### src/rtl/mc_control_unit.sv
// Multicycle MIPS-subset control unit: sequences fetch/decode/execute with memory wait timeout trapping.
// Optional performance counters are enabled by defining MC_CTRL_PERF_EN.
module mc_control_unit #(
    parameter int TIMEOUT = 15,
    parameter int CNT_W   = 4
) (
    input  logic       clk,
    input  logic       rst,
    input  logic [5:0] opcode,
    input  logic [5:0] funct,
    input  logic       mem_ready,
    output logic       pc_write,
    output logic       pc_write_cond,
    output logic       ir_write,
    output logic       i_or_d,
    output logic       mem_read,
    output logic       mem_write,
    output logic       reg_write,
    output logic       mem_to_reg,
    output logic       reg_dst,
    output logic       alu_src_a,
    output logic [1:0] alu_src_b,
    output logic [1:0] alu_op,
    output logic [1:0] pc_src,
    output logic       instr_done,
    output logic       trap,
    output logic [3:0] state
`ifdef MC_CTRL_PERF_EN
    ,
    output logic [31:0] instr_count,
    output logic [31:0] cycle_count
`endif
);

    typedef enum logic [3:0] {
        S_FETCH  = 4'd0,
        S_DECODE = 4'd1,
        S_MEMADR = 4'd2,
        S_MEMRD  = 4'd3,
        S_MEMWB  = 4'd4,
        S_MEMWR  = 4'd5,
        S_EXEC   = 4'd6,
        S_ALUWB  = 4'd7,
        S_BRANCH = 4'd8,
        S_JUMP   = 4'd9,
        S_ADDIEX = 4'd10,
        S_ADDIWB = 4'd11,
        S_TRAP   = 4'd12
    } state_t;

    localparam logic [CNT_W-1:0] CNT_LAST = CNT_W'(TIMEOUT - 1);
    localparam logic [CNT_W-1:0] CNT_ONE  = CNT_W'(1);

    state_t           state_r;
    state_t           state_s;
    logic [CNT_W-1:0] wait_cnt_r;
    logic [CNT_W-1:0] wait_cnt_s;
    logic             is_load_r;
    logic             in_wait_s;
    logic             timeout_s;

    function automatic logic rtype_ok(input logic [5:0] f);
        case (f)
            6'h20, 6'h22, 6'h24, 6'h25, 6'h2A: rtype_ok = 1'b1;
            default:                           rtype_ok = 1'b0;
        endcase
    endfunction

    assign state     = state_r;
    assign in_wait_s = (state_r == S_FETCH) || (state_r == S_MEMRD) || (state_r == S_MEMWR);
    assign timeout_s = (wait_cnt_r == CNT_LAST);

    // Next-state selection; mem_ready wins over an expiring wait counter
    always_comb begin
        state_s = state_r;
        case (state_r)
            S_FETCH: begin
                if (mem_ready)      state_s = S_DECODE;
                else if (timeout_s) state_s = S_TRAP;
                else                state_s = S_FETCH;
            end
            S_DECODE: begin
                if ((opcode == 6'h00) && rtype_ok(funct))     state_s = S_EXEC;
                else if ((opcode == 6'h23) || (opcode == 6'h2B)) state_s = S_MEMADR;
                else if (opcode == 6'h04)                     state_s = S_BRANCH;
                else if (opcode == 6'h02)                     state_s = S_JUMP;
                else if (opcode == 6'h08)                     state_s = S_ADDIEX;
                else                                          state_s = S_TRAP;
            end
            S_MEMADR: begin
                if (is_load_r) state_s = S_MEMRD;
                else           state_s = S_MEMWR;
            end
            S_MEMRD: begin
                if (mem_ready)      state_s = S_MEMWB;
                else if (timeout_s) state_s = S_TRAP;
                else                state_s = S_MEMRD;
            end
            S_MEMWR: begin
                if (mem_ready)      state_s = S_FETCH;
                else if (timeout_s) state_s = S_TRAP;
                else                state_s = S_MEMWR;
            end
            S_MEMWB:  state_s = S_FETCH;
            S_EXEC:   state_s = S_ALUWB;
            S_ALUWB:  state_s = S_FETCH;
            S_BRANCH: state_s = S_FETCH;
            S_JUMP:   state_s = S_FETCH;
            S_ADDIEX: state_s = S_ADDIWB;
            S_ADDIWB: state_s = S_FETCH;
            S_TRAP:   state_s = S_TRAP;
            default:  state_s = S_TRAP;
        endcase
    end

    // Wait counter restarts on every state change, so entry to a wait state sees zero
    always_comb begin
        wait_cnt_s = wait_cnt_r;
        if (state_s != state_r) begin
            wait_cnt_s = {CNT_W{1'b0}};
        end else if (in_wait_s && !mem_ready) begin
            wait_cnt_s = wait_cnt_r + CNT_ONE;
        end else begin
            wait_cnt_s = wait_cnt_r;
        end
    end

    // State, wait counter and latched load/store selector
    always_ff @(posedge clk or posedge rst) begin
        if (rst) begin
            state_r    <= S_FETCH;
            wait_cnt_r <= {CNT_W{1'b0}};
            is_load_r  <= 1'b0;
        end else begin
            state_r    <= state_s;
            wait_cnt_r <= wait_cnt_s;
            if (state_r == S_DECODE) begin
                is_load_r <= (opcode == 6'h23);
            end else begin
                is_load_r <= is_load_r;
            end
        end
    end

    // Datapath controls decoded from the current state; handshake-qualified strobes use mem_ready
    always_comb begin
        pc_write      = 1'b0;
        pc_write_cond = 1'b0;
        ir_write      = 1'b0;
        i_or_d        = 1'b0;
        mem_read      = 1'b0;
        mem_write     = 1'b0;
        reg_write     = 1'b0;
        mem_to_reg    = 1'b0;
        reg_dst       = 1'b0;
        alu_src_a     = 1'b0;
        alu_src_b     = 2'b00;
        alu_op        = 2'b00;
        pc_src        = 2'b00;
        instr_done    = 1'b0;
        trap          = 1'b0;
        case (state_r)
            S_FETCH: begin
                mem_read  = 1'b1;
                alu_src_b = 2'b01;
                ir_write  = mem_ready;
                pc_write  = mem_ready;
            end
            S_DECODE: alu_src_b = 2'b11;
            S_MEMADR: begin
                alu_src_a = 1'b1;
                alu_src_b = 2'b10;
            end
            S_MEMRD: begin
                mem_read = 1'b1;
                i_or_d   = 1'b1;
            end
            S_MEMWB: begin
                reg_write  = 1'b1;
                mem_to_reg = 1'b1;
                instr_done = 1'b1;
            end
            S_MEMWR: begin
                mem_write  = 1'b1;
                i_or_d     = 1'b1;
                instr_done = mem_ready;
            end
            S_EXEC: begin
                alu_src_a = 1'b1;
                alu_op    = 2'b10;
            end
            S_ALUWB: begin
                reg_write  = 1'b1;
                reg_dst    = 1'b1;
                instr_done = 1'b1;
            end
            S_BRANCH: begin
                alu_src_a     = 1'b1;
                alu_op        = 2'b01;
                pc_write_cond = 1'b1;
                pc_src        = 2'b01;
                instr_done    = 1'b1;
            end
            S_JUMP: begin
                pc_write   = 1'b1;
                pc_src     = 2'b10;
                instr_done = 1'b1;
            end
            S_ADDIEX: begin
                alu_src_a = 1'b1;
                alu_src_b = 2'b10;
            end
            S_ADDIWB: begin
                reg_write  = 1'b1;
                instr_done = 1'b1;
            end
            S_TRAP:  trap = 1'b1;
            default: trap = 1'b1;
        endcase
    end

`ifdef MC_CTRL_PERF_EN
    // Retired-instruction and non-trap cycle counters, free-running with natural wrap
    always_ff @(posedge clk or posedge rst) begin
        if (rst) begin
            instr_count <= 32'd0;
            cycle_count <= 32'd0;
        end else begin
            if (instr_done) begin
                instr_count <= instr_count + 32'd1;
            end else begin
                instr_count <= instr_count;
            end
            if (state_r != S_TRAP) begin
                cycle_count <= cycle_count + 32'd1;
            end else begin
                cycle_count <= cycle_count;
            end
        end
    end
`endif

endmodule
### config.mk
export PLATFORM = sky130hd
export DESIGN_NAME = mc_control_unit
export DESIGN_NICKNAME = d
export VERILOG_FILES = /design/src/rtl/mc_control_unit.sv
export SDC_FILE = /design/constraint.sdc
export NUM_CORES = 1
export LEC_CHECK = 0
export ABC_AREA = 1
export ABC_CLOCK_PERIOD_IN_PS = 3740
export CORE_MARGIN = 4
export CORE_UTILIZATION = 49
export CTS_BUF_LIST = sky130_fd_sc_hd__clkbuf_4
export DETAILED_ROUTE_END_ITERATION = 8
export GPL_TIMING_DRIVEN = 0
export MAX_ROUTING_LAYER = met4
export PLACE_DENSITY = 0.89
export SYNTH_ARGS = -nofsm -noshare
export SYNTH_HDL_FRONTEND = slang
export SYNTH_SLANG_ARGS = --single-unit
export TNS_END_PERCENT = 50
### constraint.sdc
create_clock -name clk -period 3.74 [get_ports clk]
set_clock_uncertainty 0.1 [all_clocks]
set_input_delay 0.748 -clock clk [delete_from_list [all_inputs] [get_ports clk]]
set_output_delay 0.748 -clock clk [all_outputs]
set_load 0.01 [all_outputs]
# Word-level counts from Yosys, hierarchy flattened
# Cells that the tools add are included.
[totals] wordCells=76 out_inout_bits=22 regBits=9 in_bits=15
[classes] muxes=32 n_addsub=1 reduce_logical=17 n_eq_ne=23
[ops] cell="$eq A6 B6 Y1 const B" count=7
[ops] cell="$mux W4" count=10
[ops] cell="$pmux W4 S8" count=1
[ops] cell="$eq A4 B4 Y1 const B" count=5
[ops] cell="$eq A4 B3 Y1 const B" count=4
[ops] cell="$mux W1" count=12
[ops] cell="$mux W3" count=4
[ops] cell="$reduce_or A12 Y1" count=1
[ops] cell="$reduce_or A5 Y1" count=2
[ops] cell="$eq A4 B2 Y1 const B" count=2
[ops] cell="$pmux W2 S2" count=2
[ops] cell="$eq A6 B2 Y1 const B" count=1
[ops] cell="$eq A6 B3 Y1 const B" count=1
[ops] cell="$eq A6 B4 Y1 const B" count=1
[ops] cell="$logic_not A6 Y1" count=1
[ops] cell="$pmux W2 S3" count=1
[ops] cell="$reduce_or A2 Y1" count=3
[ops] cell="$add A4 B1 Y4 const B" count=1
[ops] cell="$eq A4 B1 Y1 const B" count=1
[ops] cell="$logic_not A4 Y1" count=1
[ops] cell="$ne A4 B4 Y1" count=1
[ops] cell="$pmux W1 S2" count=2
[ops] cell="$reduce_or A4 Y1" count=1
[ops] cell="$logic_or A1 B1 Y1" count=3
[ops] cell="4 further kinds" count=5

# Depth between registers and ports, before layout
[logic_depth] word_depth=9 mapped_depth=12 depth_no_buf=12

# Least setup slack after synthesis
# OpenSTA, ideal clock, no wires.
[synth_path] kind="register to output" start="reg state_r[0] (netlist: state[0])" end="out instr_done" n_path_buf=0 arrival_time_ns=1.366 path_slack_ns=1.526 stages_incl_launch_ff=6 t_required_ns=2.892 cell_sequence="dfrtp_1 -> nor2_1 -> inv_1 -> o21ai_0 -> a21oi_1 -> o21ai_0"
[synth_between] elab_chain_cells=3 word_cells_on_any_way=8 classes_between="eq/ne (6); mux (1); reduce/logical (1)"
[synth_rtl] item="start: declaration" line_no="54" rtl="state_t state_r;"
[synth_rtl] item="start signal: assignment" line_no="135" rtl="state_r <= state_s;"
[synth_rtl] item="$eq A4 B4 Y1 / $eq A4 B3 Y1 (equally long branches)" line_no="162" rtl="case (state_r)"
[synth_rtl] item="$reduce_or A5 Y1 (no line)"
[synth_rtl] item="$pmux W1 S2 (*)" line_no="162"
[synth_rtl] item="end: declaration" line_no="25" rtl="output logic instr_done,"
# Mark *: on every way between the ends. The rest lies on a longest branch, timed or not.

# Worst setup path in the final report
# Ends and elaborated chain as after synthesis.

==> results.md <==
## Min path
* cell count of the worst hold path: 3
* HP Start: wait_cnt_r[3]$_DFFE_PP0P_
* hold worst-path end: wait_cnt_r[3]$_DFFE_PP0P_
* path type of the worst min-delay path: reg2reg

## Route
* post-route DRC violation count: 0
* via density per instance: 5.13
* drt first pass iters: 4
* mean routed wirelength per cell: 11.9 µm
* DRT antenna net count: 0
* DRC marker count from the first detailed-route iteration: 32
* DRT Wirelength: 2680 µm
* DR vias: 1150

## Layout
* area growth from synthesis to layout: 43.3%
* Final #Nets: 217
* antenna cell count: 0
* fraction of layout cells with a size suffix above 1: 15.6%
* Final Instance Count excl. Fillers: 224

## Placed design
* placed wire-length estimate: 2250 µm
* count of port buffers added during placement: 36
* gp weighted congestion: 0.897
* # placed instances: 220

## Synthesis
* sequential cell area fraction in the yosys report: 23.1%
* Yosys warnings: 0
* most area-consuming cells after synthesis: sky130_fd_sc_hd__dfrtp_1, sky130_fd_sc_hd__nand2_1, sky130_fd_sc_hd__inv_1
* area fraction of the dominant cell type after synthesis: 23.1%
* post-synthesis average cell area: 6.13 µm²
* net count after synthesis: 176
* largest area contributor in the netlist: sky130_fd_sc_hd__dfrtp_1
* gate count of the mapped netlist: 159
* mapped cell area: 975 µm²
* number of register bits inferred by synthesis: 9
* count of distinct cell types in the synthesized netlist: 23

## Global routing
* overall routing resource usage: 22.6%
* number of antenna violations at the first check in global routing: 0
* via count of the first global-routing pass: 1087
* remaining global-route overflow: 0
* global-route wire length before repair: 4530 µm
* largest net degree at the start of global routing: 10

## STA
* # setup viols final: 0
* count of endpoints failing hold in the final timing report: 0
* setup repair after global routing missed its margin: no
* worst relative slew slack: 75.6%
* Tightest Pin Transition: 365 ps
* post-route fraction of the period consumed by the critical path: 79.7%
* Final Max Tran Viols: 0
* highest achievable clock rate: 336 MHz
* Final TNS setup: 0 ps
* final critical path time including I/O delays and setup: 2980 ps

## Status
* outcome: complete, no violations

## Clock network
* maximum level of the CTS H-tree: 1
* Post-CTS Hold Buffers: 0
* clock sink count: 9
* clock buffers created by TritonCTS: 3
* CTS tree: yes
* Max Root-Sink Buffers: 2
* clock latency on the worst-skew pair: 260 ps
* clock transition time at the flip-flop clock pins of the worst setup and hold paths: 60 ps
* buffers inserted during post-CTS setup optimization: 0
* clock root buffer: sky130_fd_sc_hd__clkbuf_4
* post_cts resized: 0

## Floorplan
* starting utilization of the core area: 54.1%
* die extent in x: 52.6 µm
* Die Area: 0.00277 mm²
* Ports: 37
* height of the die: 52.6 µm
* number of core rows: 15
* Core Footprint: 0.00180 mm²

## Setup path
* arrival time worst endpoint: 2130 ps
* critical register-to-register path startpoint: state[0]$_DFF_PP0_
* worst-path maximum fanout: 7
* element type at the critical path start: flip-flop
* endpoint of the worst-slack reg-to-reg timing path: wait_cnt_r[0]$_DFFE_PP0P_
* Crit. End Element: output pin
* minimum setup slack among reg-to-reg paths: 1970 ps
* Worst Reg-to-Reg Cells: 11
* CP Class: reg2out
* endpoint required time on the critical path: 2890 ps

## Power
* total internal power: 0.162 mW
* relative contribution of combinational cells to total power: 14.3%
* Max rail drop VDD: 0.000203 V
* PwrDens: 151 mW/mm²
* Psw: 0.0486 mW
* leakage dissipation: 0.744 nW
* Clk pwr share: 39.5%
* power share of the sequential group: 46.2%
* net switching share of the total power: 23.1%
* total design power: 0.211 mW

## Run
* number of max-cap violations: 0

[critical path: stages, from the launching register on]
cell and delay, ps:
sky130_fd_sc_hd__dfrtp_1 470, sky130_fd_sc_hd__nor2_1 340, sky130_fd_sc_hd__inv_1 120, sky130_fd_sc_hd__o21ai_0 250
sky130_fd_sc_hd__a21oi_1 60, sky130_fd_sc_hd__o21ai_0 70, sky130_fd_sc_hd__clkdlybuf4s50_1 560
[logic make-up after synthesis]
kind of cell | count (synthesis) | synth area share (%)
fa+ha+maj | 2 | 2.57
simple gates | 97 | 50.1
buf+inv | 35 | 14.4
compound gates | 13 | 7.19
flops | 9 | 23.1
xor+xnor | 3 | 2.70
[power groups by stage]
| stage | Clock [mW] | Sequential (mW) | Combinational (mW) |
|---|---|---|---|
| 3_3_place_gp | 0 | 0.0991 | 0.0283 |
| 4_1_cts | 0.0848 | 0.0973 | 0.0300 |
| 3_5_place_dp | 0 | 0.0991 | 0.0298 |
| 2_1_floorplan | 0 | 0.0991 | 0.0110 |
| 6_report | 0.0833 | 0.0973 | 0.0300 |
| 5_1_grt | 0.0895 | 0.0973 | 0.0330 |
[through the flow]
stage / util (%) / area, µm² / hold WS, ps / worst slack (ps)
after floorplan: - / 975 / 415 / 1530
after global routing: 77.5 / 1400 / 517 / 609
after CTS: 77.5 / 1400 / 461 / 771
after global placement: 75.8 / 1370 / 430 / 809
after detailed placement: 75.8 / 1370 / 451 / 777
final: 77.5 / 1400 / 457 / 760
[cell type report]
type / instances / area (µm²)
Sequential cell: 9 / 225
Multi-Input combinational cell: 115 / 609
Fill cell: 142 / 405
Tap cell: 25 / 31.3
Timing Repair Buffer: 36 / 360
Inverter: 33 / 125
Buffer: 2 / 15.0
Clock buffer: 4 / 30.0
[synth_stat cells]
cell	n
sky130_fd_sc_hd__o211ai_1	1
sky130_fd_sc_hd__dfrtp_1	9
sky130_fd_sc_hd__inv_1	27
sky130_fd_sc_hd__nand3_2	3
sky130_fd_sc_hd__nand4_1	5
sky130_fd_sc_hd__nand3_1	13
sky130_fd_sc_hd__xor2_1	2
sky130_fd_sc_hd__nand4_2	1
sky130_fd_sc_hd__clkinv_2	1
sky130_fd_sc_hd__xnor2_1	1
sky130_fd_sc_hd__o21ai_0	7
sky130_fd_sc_hd__nor2_2	2
sky130_fd_sc_hd__ha_1	2
sky130_fd_sc_hd__o22ai_1	1
sky130_fd_sc_hd__inv_2	5
sky130_fd_sc_hd__a21oi_1	3
sky130_fd_sc_hd__nand2_4	3
sky130_fd_sc_hd__nand2_2	7
sky130_fd_sc_hd__nor2_4	3
sky130_fd_sc_hd__buf_4	2
sky130_fd_sc_hd__a31oi_1	1
sky130_fd_sc_hd__nor2_1	26
sky130_fd_sc_hd__nand2_1	34
[how the worst max path moves through the flow]
| stage | startpoint | endpoint | slack [ps] | cells after the start |
|---|---|---|---|---|
| floorplan | state[0]$_DFF_PP0_ | instr_done | 1530 | 5 |
| global placement | mem_ready | instr_done | 810 | 4 |
| detailed placement | mem_ready | instr_done | 780 | 4 |
| CTS | mem_ready | instr_done | 770 | 4 |
| global route | state[0]$_DFF_PP0_ | instr_done | 610 | 6 |
| finish | state[0]$_DFF_PP0_ | instr_done | 760 | 6 |
[placed cells by master, fill, tap and decap left out, types with 3 or more instances in the layout]
cell type                         synthesis  routed
sky130_fd_sc_hd__nand2_1                 34      34
sky130_fd_sc_hd__dfrtp_1                  9       9
sky130_fd_sc_hd__a21oi_1                  3       3
sky130_fd_sc_hd__nand2_2                  7       7
sky130_fd_sc_hd__nand4_1                  5       5
sky130_fd_sc_hd__inv_2                    5       5
sky130_fd_sc_hd__nand3_1                 13      13
sky130_fd_sc_hd__clkdlybuf4s50_1          0      36
sky130_fd_sc_hd__nor2_4                   3       3
sky130_fd_sc_hd__inv_1                   27      27
sky130_fd_sc_hd__o21ai_0                  7       7
sky130_fd_sc_hd__clkbuf_4                 0       4
sky130_fd_sc_hd__nand3_2                  3       3
sky130_fd_sc_hd__nand2_4                  3       3
sky130_fd_sc_hd__nor2_1                  26      26
[sequential cells by signal, indices dropped and copies added (netlist names)]
| name | cells |
|---|---|
| state | 4 |
| is_load_r | 1 |
| wait_cnt_r | 4 |
[routing by layer]
layer / up-vias / track usage [%] / share of wire [%]
met5: - / - / 0
met4: 0 / 10.6 / 3.1
met3: 13 / 3.70 / 7.2
met2: 57 / 41.1 / 51
met1: 505 / 23.4 / 39
li1: 575 / - / -
(Power assumes the default switching activity.)
==> RTL change (same settings) <==
The option `MC_CTRL_PERF_EN` is turned on by a define.
--- a/src/rtl/mc_control_unit.sv
+++ b/src/rtl/mc_control_unit.sv
@@ -2,2 +2,4 @@
 // Optional performance counters are enabled by defining MC_CTRL_PERF_EN.
+`define MC_CTRL_PERF_EN
+
 module mc_control_unit #(
Function (old outputs only; new: cycle_count and instr_count): kept (Yosys induction, for registers that start in step).
==> RTL change against the unedited design <==
- routed wire length increased to 4.1 times the old value
- area after synthesis increased to 4.4 times the old value
- synthesized cell count increased to 3.5 times the old value
- cell area increased to 4.0 times the old value
- non-clock buffer count increased by 67
- critical path depth increased by 1
- register-to-register slack got worse by 0.28 ns
- worst setup slack got worse by 0.51 ns
- sequential cell count increased by 64
- sequential power increased to 8.1 times the old value
- first-iteration DRC count increased to 9.0 times the old value
- clock power increased to 5.7 times the old value
- power increased to 6.2 times the old value
- critical path type is now input pin to output pin
- critical endpoint unchanged
- largest cell class unchanged
- largest power group unchanged
- highest routed layer unchanged
==> RTL change: results (changes against the unedited design) <==
clk_pin_slew_ns: 0.12  # +0.06 ns
use_met2_pct: 37.5  # -3.6 points
grt_pass1_vias: 4118  # +280%
hold_path.class: "flop to flop"
netlist-cell-type-count: 33  # +43%
htreeDepth: 3  # +2
firstDrtPassIters: 5  # +1
synth_fp_nets: 583  # +230%
synth.cells.most_frequent: "145 x nand2_1, 84 x nor2_1, 73 x dfrtp_1"
routed_via_density: 5.32  # +3.6%
min_from: "cycle_count[31]"
slowest_delay_ns: 0.58  # +0.02 ns
peakVddDrop_mv: 0.145  # -29%
top_layer_used: "met4"
grt_pass1_wl_um: 18700  # +310%
wl_met1_um: 4820  # +370%
yosys.area_share.adder_pct: 1.17  # -1.4 points
drive_above_1_share_pct: 6.47  # -9.1 points
hold_depth: 1  # -2
r2r-start: "cycle_count[0]"
synth_compound_area_share_pct: 2.33  # -4.9 points
arrival_ns: 2.64  # +0.51 ns
whs_endpoint: "cycle_count[31]"
r2r_setup_slack_ns: 1.69  # -0.28 ns
cts_buffers: 9  # +6
grt_use_met3_pct: 4.20  # +0.50 points
synth_xor_area_share_pct: 12.2  # +9.5 points
synth_area_leaders: "dfrtp_1 43%, nand2_1 13%, nor2_1 7.3%"
place_congestion: 0.925  # +3.1%
ys_seq_area_share_pct: 42.6  # +19 points
worstMarginPinSlew_ns: 0.907  # +0.541 ns
nets: 694  # +220%
status: "finished, final reports clean"
grt_max_degree: 74  # +64
place_ws_ns: 0.263  # -0.514 ns
track_usage_pct: 23.1  # +0.51 points
met1_usage_pct: 28.9  # +5.5 points
hpwl_um: 8660  # +280%
power_leakage_nw: 2.47  # +230%
clockBufferDepth: 2  # unchanged
io_buffers: 100  # +180%
worstReg2RegEnd: "cycle_count[28]"
first_iter_violations: 287  # +800%
crit_start: "mem_ready"
met2_length_um: 5390  # +300%
met3_wirelength_um: 631  # +230%
holdWs_ns: 0.378  # -0.0782 ns
fmax_mhz: 287  # -15%
clock_latency_ns: 0.41  # +0.15 ns
critical_path.max_fanout: 10  # +3
cts_hold_buf: 0  # unchanged
wl_per_cell_um: 14.1  # +18%
reg2regPathDepth: 12  # +1
[RTL change: cell families after synthesis]
family / after synthesis
flip-flops: 73
buffers and inverters: 77
AND/OR/NAND/NOR: 333
AO/OA/AOI/OAI: 17
adder cells (fa/ha/maj): 4
XOR/XNOR: 60
[RTL change: layout make-up]
class	count	area (µm²)
buffer	5	36.3
clock buffer	9	67.6
clock inverter	7	61.3
fill	696	2830
inverter	72	273
multi-input combinational	414	2160
sequential	73	1830
tap	105	131
timing repair buffer	100	1000
[RTL change: stage by stage]
step / area, µm² / cells / total power [W]
2_1_floorplan: 4290 / 564 / 0.000825
3_3_place_gp: 5420 / 769 / 0.000847
3_5_place_dp: 5430 / 769 / 0.000849
4_1_cts: 5560 / 785 / 0.00132
5_1_grt: 5560 / 785 / 0.00136
6_report: 5560 / 785 / 0.00131
[RTL change: power breakdown]
group          leakage [nW]  internal (W)  total [W]  switching (W)
combinational          1.43     0.0000167  0.0000434      0.0000267
sequential            0.963      0.000789   0.000789              0
clock                0.0729      0.000197   0.000473       0.000276
